`src/rtl/layer_mvm_stream.sv`:
```
// Fully-connected layer engine: y = W*x + b over a valid/ready stream.
// Coefficients live in a writable RAM (W row-major, then biases); P MAC lanes
// each produce one output row per pass, followed by optional saturation/ReLU.
module layer_mvm_stream #(
    parameter int M    = 4,
    parameter int N    = 8,
    parameter int T    = 16,
    parameter int P    = 2,
    parameter int SAT  = 1,
    parameter int RELU = 1
) (
    input  logic                     clk,
    input  logic                     reset,
    input  logic                     s_valid,
    output logic                     s_ready,
    input  logic signed [T-1:0]      data_in,
    output logic                     m_valid,
    input  logic                     m_ready,
    output logic signed [T-1:0]      data_out,
    input  logic                     w_en,
    input  logic [$clog2(M*N+M)-1:0] w_addr,
    input  logic signed [T-1:0]      w_data
);
    localparam int DEPTH  = M * N + M;
    localparam int CA     = $clog2(DEPTH);
    localparam int PASSES = M / P;
    localparam int MW     = 2 * T;
    localparam int AW     = 2 * T + $clog2(N) + 1;
    localparam int XW     = (N > 1) ? $clog2(N) : 1;
    localparam int YW     = (M > 1) ? $clog2(M) : 1;
    localparam int QW     = (PASSES > 1) ? $clog2(PASSES) : 1;
    localparam int CW     = $clog2(N + 2);

    localparam logic signed [AW-1:0] SMAX = {{(AW-T+1){1'b0}}, {(T-1){1'b1}}};
    localparam logic signed [AW-1:0] SMIN = {{(AW-T+1){1'b1}}, {(T-1){1'b0}}};
    localparam logic signed [T-1:0]  TMAX = {1'b0, {(T-1){1'b1}}};
    localparam logic signed [T-1:0]  TMIN = {1'b1, {(T-1){1'b0}}};

    typedef enum logic [1:0] {LOAD, MAC, OUT} state_t;

    state_t              state, state_nxt;
    logic [XW-1:0]       in_cnt;
    logic [CW-1:0]       mac_cnt;
    logic [QW-1:0]       pass_cnt;
    logic [YW-1:0]       out_cnt;
    logic                vld_p0, vld_p1;
    logic                in_last, mac_last, pass_last, out_last, beat_in, beat_out;

    logic signed [T-1:0]  coef  [DEPTH];
    logic signed [T-1:0]  x_mem [N];
    logic signed [T-1:0]  y_mem [M];
    logic signed [T-1:0]  w_p0  [P];
    logic signed [T-1:0]  x_p0;
    logic signed [MW-1:0] prod_p1 [P];
    logic signed [AW-1:0] acc_p2  [P];
    logic signed [T-1:0]  res     [P];
    logic [CA-1:0]        w_rd_addr [P];
    logic [CA-1:0]        b_rd_addr [P];
    logic [YW-1:0]        row_idx   [P];

    // Saturate (or wrap) the accumulator to T bits, then optionally clamp negatives.
    function automatic logic signed [T-1:0] post(input logic signed [AW-1:0] a);
        logic signed [T-1:0] r;
        r = a[T-1:0];
        if (SAT == 1) begin
            if (a > SMAX)      r = TMAX;
            else if (a < SMIN) r = TMIN;
        end
        if (RELU == 1 && r[T-1]) r = '0;
        return r;
    endfunction

    assign in_last   = (in_cnt == XW'(N - 1));
    assign mac_last  = (mac_cnt == CW'(N + 1));
    assign pass_last = (pass_cnt == QW'(PASSES - 1));
    assign out_last  = (out_cnt == YW'(M - 1));
    assign beat_in   = s_valid && s_ready;
    assign beat_out  = m_valid && m_ready;

    // Next state and input handshake; s_ready held low while reset is asserted.
    always_comb begin
        state_nxt = state;
        s_ready   = 1'b0;
        case (state)
            LOAD: begin
                s_ready = reset;
                if (s_valid && reset && in_last) state_nxt = MAC;
            end
            MAC:  if (mac_last && pass_last) state_nxt = OUT;
            OUT:  if (beat_out && out_last) state_nxt = LOAD;
            default: state_nxt = LOAD;
        endcase
    end

    // State register.
    always_ff @(posedge clk or negedge reset) begin
        if (!reset) state <= LOAD;
        else        state <= state_nxt;
    end

    // Counters, pipeline valids and the registered output beat.
    always_ff @(posedge clk or negedge reset) begin
        if (!reset) begin
            in_cnt   <= '0;
            mac_cnt  <= '0;
            pass_cnt <= '0;
            out_cnt  <= '0;
            vld_p0   <= 1'b0;
            vld_p1   <= 1'b0;
            m_valid  <= 1'b0;
            data_out <= '0;
        end else begin
            vld_p0 <= (state == MAC) && (mac_cnt < CW'(N));
            vld_p1 <= vld_p0;
            case (state)
                LOAD: if (beat_in) in_cnt <= in_last ? '0 : in_cnt + 1'b1;
                MAC: begin
                    if (mac_last) begin
                        mac_cnt <= '0;
                        if (pass_last) begin
                            pass_cnt <= '0;
                            out_cnt  <= '0;
                            m_valid  <= 1'b1;
                            // With a single pass, row 0 is being written this very edge.
                            data_out <= (PASSES == 1) ? res[0] : y_mem[0];
                        end else begin
                            pass_cnt <= pass_cnt + 1'b1;
                        end
                    end else begin
                        mac_cnt <= mac_cnt + 1'b1;
                    end
                end
                OUT: begin
                    if (beat_out) begin
                        if (out_last) begin
                            out_cnt <= '0;
                            m_valid <= 1'b0;
                        end else begin
                            out_cnt  <= out_cnt + 1'b1;
                            data_out <= y_mem[out_cnt + 1'b1];
                        end
                    end
                end
                default: ;
            endcase
        end
    end

    // Per-lane RAM addresses and post-processed result of the final accumulate.
    always_comb begin
        for (int p = 0; p < P; p++) begin
            row_idx[p]   = YW'(int'(pass_cnt) * P + p);
            w_rd_addr[p] = CA'((int'(pass_cnt) * P + p) * N + int'(mac_cnt));
            b_rd_addr[p] = CA'(M * N + int'(pass_cnt) * P + p);
            res[p]       = post(acc_p2[p] + AW'(prod_p1[p]));
        end
    end

    // Storage and MAC datapath (not reset: contents are meaningless until written).
    always_ff @(posedge clk) begin
        if (w_en && state != MAC && 32'(w_addr) < 32'(DEPTH)) coef[w_addr] <= w_data;
        if (state == LOAD && beat_in) x_mem[in_cnt] <= data_in;
        // p0: coefficient and input reads for column mac_cnt
        if (state == MAC && mac_cnt < CW'(N)) begin
            x_p0 <= x_mem[XW'(mac_cnt)];
            for (int p = 0; p < P; p++) w_p0[p] <= coef[w_rd_addr[p]];
        end
        // p1: registered products
        for (int p = 0; p < P; p++) prod_p1[p] <= MW'(w_p0[p]) * MW'(x_p0);
        // p2: bias-seeded accumulation; final sum lands in y on the last pass cycle
        for (int p = 0; p < P; p++) begin
            if (state == MAC && mac_cnt == '0) acc_p2[p] <= AW'(coef[b_rd_addr[p]]);
            else if (vld_p1)                   acc_p2[p] <= acc_p2[p] + AW'(prod_p1[p]);
            if (vld_p1 && mac_last) y_mem[row_idx[p]] <= res[p];
        end
    end
endmodule
```
`config.mk`:
```
export PLATFORM = sky130hd
export DESIGN_NAME = layer_mvm_stream
export DESIGN_NICKNAME = d
export VERILOG_FILES = /design/src/rtl/layer_mvm_stream.sv
export SDC_FILE = /design/constraint.sdc
export NUM_CORES = 2
export LEC_CHECK = 0
export ABC_AREA = 0
export ABC_CLOCK_PERIOD_IN_PS = 7400
export BUFFER_PORTS_ARGS = -buffer_cell sky130_fd_sc_hd__buf_2
export CORE_AREA = 3 3 495 448
export CTS_BUF_LIST = sky130_fd_sc_hd__clkbuf_4 sky130_fd_sc_hd__clkbuf_8
export DETAILED_ROUTE_END_ITERATION = 7
export DIE_AREA = 0 0 498 451
export GPL_TIMING_DRIVEN = 0
export PLACE_DENSITY = 0.5
export SYNTH_ARGS = -nofsm -noshare
export SYNTH_HDL_FRONTEND = slang
export SYNTH_SLANG_ARGS = --single-unit
```
`constraint.sdc`:
```
create_clock -name clk -period 7.4 [get_ports clk]
set_clock_uncertainty 0.05 [all_clocks]
set_input_delay 0.37 -clock clk [delete_from_list [all_inputs] [get_ports clk]]
set_output_delay 0.37 -clock clk [all_outputs]
set_load 0.01 [all_outputs]
```
==> results.yml <==
synthesis:
  avgSynthCellArea_sq_um: 13.4
  syn_area_sq_um: 60600
  synth_xor_xnor_area_share: 0.0187
  synth_fp_nets: 5314
  synth.distinct_cells: 84
  ys_top_cells_by_area: "edfxtp_1 (44%), fa_1 (17%), mux4_2 (7.7%)"
  synth-async-reset-ratio: 0.0307
  synth_top_area_cell: "edfxtp_1"
  synth-simple-area-share: 0.0786
  synth_top_family_by_area: "adder cells"
  yosys-top-cells-count: "edfxtp_1 (884), inv_1 (604), fa_1 (526)"
  synth_mux_area_frac: 0.104
  ys_ff_latch: 978
  netlist_instances: 4507
  synth_top_area_frac: 0.438
  synth_edf_count: 884
  ys_seq_area_frac: 0.472
  ys_warn_count: 0
  synth_compound_area_frac: 0.0547
  yosysMostFrequentCell: "edfxtp_1"
  synth_fa_ha_area_frac: 0.223
  ys_dominant_reg_cell: "edfxtp_1"
setup_path:
  setup.worst_path.class: "reg -> reg"
  end_kind: "flip-flop"
  cp_max_fo: 10
  slowest_stage: "clkbuf_1"
  critPathBufInv: 4
  startpoint_type: "flip-flop"
  critPathTopFamily: "adder cells"
  worstPathRequired_ns: 8.13
  max_stage_delay_ns: 0.67
  cpMostUsedCell: "fa_1"
  crit_chain: "clkbuf_1 -> nand2_1 -> fa_1 -> inv_1 -> fa_1 -> ha_1 -> fa_1 -> fa_1 -> inv_1 -> fa_1 -> inv_1 -> ha_2 -> and4_1 -> nand3_1 -> nor3_1 -> nor2_1 -> a31oi_2 -> o211a_1 -> o21a_1 -> o21a_2 -> o41ai_4 -> o21ai_2 -> o41ai_4 -> xnor2_4"
  cp.arrival_ns: 7.90
global_routing:
  antenna_found_initial: 18
  grt_max_degree: 49
  overflow: 0
  first_global_vias: 38400
  grt.total_usage: 0.154
  grt_pass1_wl_microns: 257000
worst_hold_path:
  worstHoldPathType: "in -> reg"
routing:
  avgViaCountPerCell: 4.68
  route.detailed.drc: 0
  drt_iter0_markers: 3126
  wl_microns: 174000
  avgRoutedWirePerCell_microns: 22.1
  first_pass_iters: 5
  ant_nets: 0
  vias: 36800
layout:
  synthToLayoutAreaGrowth_pct: 15.3
  multi_input_area_sq_um: 29200
  register_area_sq_um: 28600
  fillers: 21500
  fin_util: 0.322
  drive_above_1_share: 0.178
  nNetsFinal: 5661
die:
  rows: 162
  die_y_microns: 451
  core_area_sq_um: 217000
  pin_count: 61
  die_w_microns: 498
  dieArea_sq_um: 225000
  initial_core_util: 0.280
pwr:
  p_switching_mw: 2.46
  combPwrFrac: 0.012
  intPower_mw: 8.88
  power.leakage_nw: 26.7
  pwr-share-seq: 0.531
  powerDensity_nw_per_um2: 162
  clkPwrFrac: 0.457
  switching_share: 0.217
  ir_worst_vdd_uv: 173
sta:
  relSlewSlack: 0.203
  fin_ws_ns: 0.226
  max_freq_mhz: 139
  fin_crit_sh: 0.970
  slew_viol_final: 0
  setup_violations: 0
  hold_viol: 0
  layout_min_cycle_time_ns: 7.17
  tightest_slew_ns: 1.20
clocking:
  cts_sinks: 978
  cts_tree: "done"
  clock_path_buffers: 3
  insertion_delay_ns: 0.91
  path_clk_slew_ns: 0.06
  cts_root_buf: "clkbuf_8"
  htreeDepth: 4
  cts-buffers-inserted: 171
status:
  status: "finished clean"
placement:
  port_buffers: 58
  hpwl_microns: 130000
  gp_congestion: 0.881
  dp_slack_ns: -0.807
run:
  drv_cap: 0
==> metal layers <==
| layer | vias to the layer above | GRT usage | part of all wire |
|---|---|---|---|
| met5 | - | 0 | 0 |
| met3 | 250 | 0.0321 | 0.065 |
| met4 | 0 | 0.0523 | 0.030 |
| li1 | 16400 | - | - |
| met2 | 1087 | 0.249 | 0.47 |
| met1 | 19100 | 0.207 | 0.43 |
==> path summary, 6_finish.rpt <==
path                       startpoint              to  slack (ns)  cells past startpoint
setup / recovery             x_p0[11]  prod_p1[0][31]        0.23                     24
hold / removal              w_data[6]      coef[6][6]        0.11                      1
setup reg to reg             x_p0[11]  prod_p1[0][31]        0.23                     24
hold reg to reg                vld_p0          vld_p1        0.30                      0
max in group asynchronous       reset     data_out[1]        6.48                      2
min in group asynchronous       reset      mac_cnt[0]        0.17                      2
==> power groups by stage <==
stage,registers [mW],logic [mW],clock network (mW)
6_report,6.02,0.136,5.18
5_1_grt,6.01,0.147,5.59
4_1_cts,6.02,0.139,5.34
3_5_place_dp,6.13,0.120,0
3_3_place_gp,6.13,0.108,0
2_1_floorplan,6.13,0.0176,0
==> sequential cells by signal (all words and copies together), names as in the netlist <==
register and cells:
in_cnt 3, coef 576, x_p0 16, y_mem 60, vld_p0 1, data_out 15
vld_p1 1, state 2, pass_cnt 1, m_valid 1, x_mem 128, mac_cnt 4
out_cnt 2, acc_p2 72, w_p0 32, prod_p1 64
==> what timing repair did <==
item                                   in CTS  in global routing
setup endpoints to repair                  12                 11
cloned                                      0                  0
gates resized for setup                    59                 95
setup buffers                               7                 20
pin swaps                                   1                  6
endpoints found under the hold margin     444                  0
hold buffers                               40                  0
==> area by class of cell <==
cell class                      instances  area share
Antenna cell                            7    0.000251
Buffer                                191      0.0128
Clock buffer                          234      0.0410
Clock inverter                         78      0.0102
Inverter                              605      0.0325
Multi-Input combinational cell       2732       0.418
Sequential cell                       978       0.409
Tap cell                             2870      0.0514
Timing Repair Buffer                  175      0.0243
==> logic make-up (layout without fill, tap and decap cells) <==
family / after synthesis / in the layout
and+or+nand+nor: 977 / 977
muxes: 352 / 352
AOI/OAI and AO/OA: 509 / 509
other: 1 / 8
buffers and inverters: 797 / 1283
DFF: 978 / 978
adders and majority gates: 764 / 764
xor gates and xnor gates: 129 / 129
==> through the flow <==
stage               instance area (sq um)  total power, mW  hold slack (ns)  TNS (ns)  std cells
floorplan                           60600             6.15           0.0244         0       4507
global placement                    64500             6.24            0.287   -105.37       7435
detailed placement                  65400             6.25            0.290     -2.55       7485
CTS                                 69500             11.5          0.00782   -0.0382       7844
global route                        69800             11.8           0.0682   -0.0290       7868
finish                              69900             11.3            0.115         0       7870
==> layout by cell type, fill, tap and decap left out, types with 142 or more instances in the layout <==
| cell | synthesis | layout |
|---|---|---|
| edfxtp_1 | 884 | 884 |
| inv_1 | 604 | 604 |
| fa_1 | 526 | 524 |
| nand2_1 | 353 | 353 |
| and2_1 | 246 | 246 |
| ha_1 | 238 | 236 |
| mux4_2 | 208 | 208 |
| clkbuf_8 | 0 | 177 |
| a21oi_1 | 154 | 154 |
| nor2_1 | 186 | 142 |
(Power assumes the default switching activity.)
